File: src/rtl/calc_issue_ctrl.sv
// Requester for an external 4-bit combinational calculator. Issues one command at a time,
// holds the operands while the calculator settles, then queues R/ovf in a FWFT result FIFO.
module calc_issue_ctrl #(
    parameter int SETTLE_CYCLES = 1,
    parameter int FIFO_DEPTH    = 4,
    parameter int CNT_W         = 8
) (
    input  logic             clk,
    input  logic             reset,
    input  logic             cmd_valid,
    output logic             cmd_ready,
    input  logic [2:0]       cmd_op,
    input  logic [3:0]       cmd_a,
    input  logic [3:0]       cmd_b,
    input  logic             cmd_acc,
    output logic [2:0]       calc_op,
    output logic [3:0]       calc_a,
    output logic [3:0]       calc_b,
    input  logic [3:0]       calc_r,
    input  logic             calc_ovf,
    output logic             res_valid,
    input  logic             res_ready,
    output logic [3:0]       res_r,
    output logic             res_ovf,
    output logic [CNT_W-1:0] ovf_count,
    output logic             busy
);
    localparam int AW = $clog2(FIFO_DEPTH);
    localparam logic [AW:0] DEPTH_C = (AW+1)'(FIFO_DEPTH);
    localparam logic [3:0]  SETTLE_LOAD = 4'(SETTLE_CYCLES - 1);

    localparam logic [1:0] S_IDLE    = 2'd0;
    localparam logic [1:0] S_SETTLE  = 2'd1;
    localparam logic [1:0] S_CAPTURE = 2'd2;

    logic [1:0]       r_state;
    logic [3:0]       r_settle;
    logic [2:0]       r_calc_op;
    logic [3:0]       r_calc_a;
    logic [3:0]       r_calc_b;
    logic [3:0]       r_acc;
    logic [CNT_W-1:0] r_ovf_cnt;

    logic [4:0]       r_mem [FIFO_DEPTH];
    logic [AW-1:0]    r_wptr;
    logic [AW-1:0]    r_rptr;
    logic [AW:0]      r_count;

    logic w_accept;
    logic w_push;
    logic w_pop;
    logic w_empty;

    assign w_empty  = (r_count == '0);
    assign cmd_ready = (r_state == S_IDLE) && (r_count < DEPTH_C);
    assign w_accept = cmd_valid && cmd_ready;
    assign w_push   = (r_state == S_CAPTURE);
    assign w_pop    = res_valid && res_ready;

    assign calc_op   = r_calc_op;
    assign calc_a    = r_calc_a;
    assign calc_b    = r_calc_b;
    assign busy      = (r_state != S_IDLE);
    assign ovf_count = r_ovf_cnt;
    assign res_valid = !w_empty;
    assign res_r     = w_empty ? 4'd0 : r_mem[r_rptr][4:1];
    assign res_ovf   = w_empty ? 1'b0 : r_mem[r_rptr][0];

    always_ff @(posedge clk) begin
        if (reset) begin
            r_state   <= S_IDLE;
            r_settle  <= '0;
            r_calc_op <= '0;
            r_calc_a  <= '0;
            r_calc_b  <= '0;
            r_acc     <= '0;
            r_ovf_cnt <= '0;
        end else begin
            case (r_state)
                S_IDLE: begin
                    if (w_accept) begin
                        r_calc_op <= cmd_op;
                        r_calc_b  <= cmd_b;
                        r_calc_a  <= cmd_acc ? r_acc : cmd_a;
                        r_settle  <= SETTLE_LOAD;
                        r_state   <= S_SETTLE;
                    end
                end
                S_SETTLE: begin
                    if (r_settle == '0) r_state <= S_CAPTURE;
                    else                r_settle <= r_settle - 4'd1;
                end
                S_CAPTURE: begin
                    r_acc <= calc_r;
                    // Saturate rather than wrap so a stuck-overflow source stays visible.
                    if (calc_ovf && (r_ovf_cnt != '1)) r_ovf_cnt <= r_ovf_cnt + 1'b1;
                    r_state <= S_IDLE;
                end
                default: r_state <= S_IDLE;
            endcase
        end
    end

    always_ff @(posedge clk) begin
        if (reset) begin
            r_wptr  <= '0;
            r_rptr  <= '0;
            r_count <= '0;
        end else begin
            if (w_push) r_wptr <= r_wptr + 1'b1;
            if (w_pop)  r_rptr <= r_rptr + 1'b1;
            case ({w_push, w_pop})
                2'b10:   r_count <= r_count + 1'b1;
                2'b01:   r_count <= r_count - 1'b1;
                default: r_count <= r_count;
            endcase
        end
    end

    // Storage needs no reset: outputs are masked while the FIFO is empty.
    always_ff @(posedge clk) begin
        if (w_push) r_mem[r_wptr] <= {calc_r, calc_ovf};
    end

endmodule
File: config.mk
export PLATFORM = sky130hd
export DESIGN_NAME = calc_issue_ctrl
export DESIGN_NICKNAME = d
export VERILOG_FILES = /design/src/rtl/calc_issue_ctrl.sv
export SDC_FILE = /design/constraint.sdc
export NUM_CORES = 1
export LEC_CHECK = 0
export CORE_ASPECT_RATIO = 0.5
export CORE_MARGIN = 3
export CORE_UTILIZATION = 40
export CTS_CLUSTER_DIAMETER = 150
export DETAILED_ROUTE_END_ITERATION = 12
export SKIP_CTS_REPAIR_TIMING = 1
export SLEW_MARGIN = 20
export SYNTH_ARGS = -nofsm -noshare
export SYNTH_HDL_FRONTEND = slang
export SYNTH_SLANG_ARGS = --single-unit
File: constraint.sdc
create_clock -name clk -period 4.25 [get_ports clk]
set_clock_uncertainty 0.2 [all_clocks]
set_input_delay 0.425 -clock clk [delete_from_list [all_inputs] [get_ports clk]]
set_output_delay 0.425 -clock clk [all_outputs]
set_load 0.01 [all_outputs]
==> impl_metrics.toml <==
[synth]
syn_nets = 253
yosysTopAreaCell = "dfxtp_1"
synthDominantCellAreaShare_pct = 30.77
syn_area_sq_um = 2472
synth_edf_count = 20
synth_warnings = 0
ys_top_cells_by_count = "38 x dfxtp_1, 28 x nand2_1, 21 x nor2_1"
syn_inst = 223
yosysMostFrequentCell = "dfxtp_1"
yosysSeqAreaShare_pct = 55.06
async_flop_share_pct = 0
syn_area_per_cell_sq_um = 11.09
synth_ff_type = "dfxtp_1"
synthTopCellsByArea = "dfxtp_1 31%, edfxtp_1 24%, mux4_2 4.6%, nand2_1 4.3%, ha_1 4.0%"
ys_types = 39
ys_seq_elements = 58

[power_and_ir_drop]
power.switching_fraction_pct = 24.70
p_int_w = 0.001216
ir_drop_mv = 0.1698
power.switching_w = 0.0003987
total_leakage_power_nw = 1.169
p_per_area_nw_per_um2 = 488.7
clock_power_share_pct = 42.4
seq_power_share_pct = 39.9
pwr-share-comb_pct = 17.7

[global_routing]
grt_pass1_vias = 1628
grt_usage_pct = 14.64
antenna_found_initial = 0
grt_max_degree = 22
grt_pass1_wl_microns = 7721
globalRouteOverflowTotal = 0

[timing]
hold_viol = 0
fin_crit_sh_pct = 62.12
setup_viol_count_final = 0
max_freq_mhz = 378.8
finalCriticalPeriod_ns = 2.640
fin_tns_setup_ns = 0
slew_headroom_pct = 47.33
drv_slew = 0
worstMarginPinSlew_ns = 0.7877
rsz0062_at_grt = "false"

[clock_tree]
worstSkewPairLatency_ns = 0.32
cts_buffers = 9
clockBufferDepth = 2
cts_tree = "yes"
cts_root_buf = "clkbuf_16"
clk_pin_slew_worst_paths_ns = 0.05
cts.sinks = 58
cts.htree.levels = 3

[final_layout]
fin_nets = 303
layout.cells.non_filler = 362
antenna_cells = 0
syn2layout_area_growth_pct = 33.60
drive_gt1_share_pct = 10.79
finalInstanceArea_sq_um = 3303

[die]
die_h_microns = 61.59
fp-row-count = 19
dieArea_sq_um = 7217
fp.coreArea_sq_um = 5729
ioPinCount = 48
start_util_pct = 43.15
die_x_microns = 117.2

[route]
final_antenna_net_count = 0
first_pass_iters = 4
avgViaCountPerCell = 4.790
wire_per_inst_microns = 13.38
wl_microns = 4843
remaining_drc_errors = 0
vias = 1734
drt_iter0_drc = 79

[setup_path]
cp-start-kind = "register"
path_buf_inv = 1
worst_path_dominant_cell_family = "multiplexers"
path_max_fanout = 5
crit_type = "reg2out"
critPathSlowestCell = "mux4_2"
cpPeakStageDelay_ns = 0.54
worstPathRequired_ns = 3.62
crit_chain = "mux4_2 > and2_1 > clkdlybuf4s50_1"
crit_arrival_ns = 2.01
end_kind = "primary output"

[worst_hold_path]
hold_path.class = "reg2reg"

[run]
drv_cap = 0

[run_status]
status = "finished, final reports clean"

[placed_design]
placed_area_sq_um = 3017
routabilityCongestion = 0.7786
dpl.hpwl_microns = 3458
dpl.cell_count = 346
numPortBuffers = 47
-- cell type report --
class | count | area [sq um]
fill | 505 | 2426
inverter | 9 | 33.78
multi-input combinational | 146 | 1031
clock buffer | 10 | 229.0
sequential | 58 | 1361
clock inverter | 6 | 57.56
timing repair buffer | 49 | 485.5
tap | 84 | 105.1
-- power groups by stage --
| stage | Clock, W | Combinational [W] | Sequential, W |
|---|---|---|---|
| final | 0.000684 | 0.000286 | 0.000645 |
| after CTS | 0.000699 | 0.000290 | 0.000645 |
| after global routing | 0.000725 | 0.000318 | 0.000651 |
| after global placement | 0 | 0.000284 | 0.000654 |
| after floorplan | 0 | 0.000177 | 0.000649 |
| after detailed placement | 0 | 0.000289 | 0.000656 |
-- cells by family after synthesis --
kind of cell | after synthesis | share of synthesized area [%]
xor+xnor | 8 | 2.834
simple gates | 83 | 17.86
compound gates | 34 | 8.755
buf+inv | 19 | 3.239
fa+ha+maj | 9 | 4.858
mux | 12 | 7.389
flops | 58 | 55.06
-- layer usage --
layer  up-vias  wire, microns  track usage [%]
met1       801           2351            17.78
li1        891              -                -
met2        36           2233            23.63
met3         6            202            5.692
met5         -              0                0
met4         0             56            6.373
-- worst paths after layout --
kind                 to       start  slack [ns]  cells after the start
max            res_r[3]    register        1.61                      3
min          calc_op[2]  calc_op[2]        0.26                      2
max reg2reg  r_count[2]  r_state[0]        1.62                      8
min reg2reg  calc_op[2]  calc_op[2]        0.26                      2
-- registers in the layout, summed over array words and instances (netlist names), named ones only --
register   count
calc_a         4
calc_b         4
calc_op        3
ovf_count      8
r_acc          4
r_count        3
r_mem         20
r_rptr         2
r_settle       4
r_state        2
r_wptr         2
-- cell usage in the layout (no fill, tap or decap), types with 3 or more instances in the layout --
cell,count
and2_1,10
a211oi_1,5
o21ai_0,3
edfxtp_1,20
xor2_1,5
nand3_1,4
nand2_1,28
xnor2_1,3
nor2_1,21
mux2i_1,7
o31ai_1,3
a21oi_1,19
or4_1,3
clkdlybuf4s50_1,47
clkbuf_16,9
mux4_2,5
inv_1,9
ha_1,8
dfxtp_1,38
clkinv_2,3
-- stage by stage --
step	setup slack [ns]	power (W)	util (%)	hold slack, ns
4_1_cts	1.575	0.001635	57.65	0.2581
2_1_floorplan	1.779	0.0008256	-	0.2360
5_1_grt	1.414	0.001694	57.65	0.2885
6_report	1.610	0.001614	57.65	0.2553
3_3_place_gp	1.606	0.0009383	52.65	0.2426
3_5_place_dp	1.564	0.0009446	52.65	0.2503
-- tightest hold or removal path, delay by kind of cell (launching register included) --
kind | cells | cell delay, ns
and+or+nand+nor | 1 | 0.05
AOI/OAI and AO/OA | 1 | 0.05
DFF | 1 | 0.30
No activity file was read; power rests on OpenSTA's default activity.
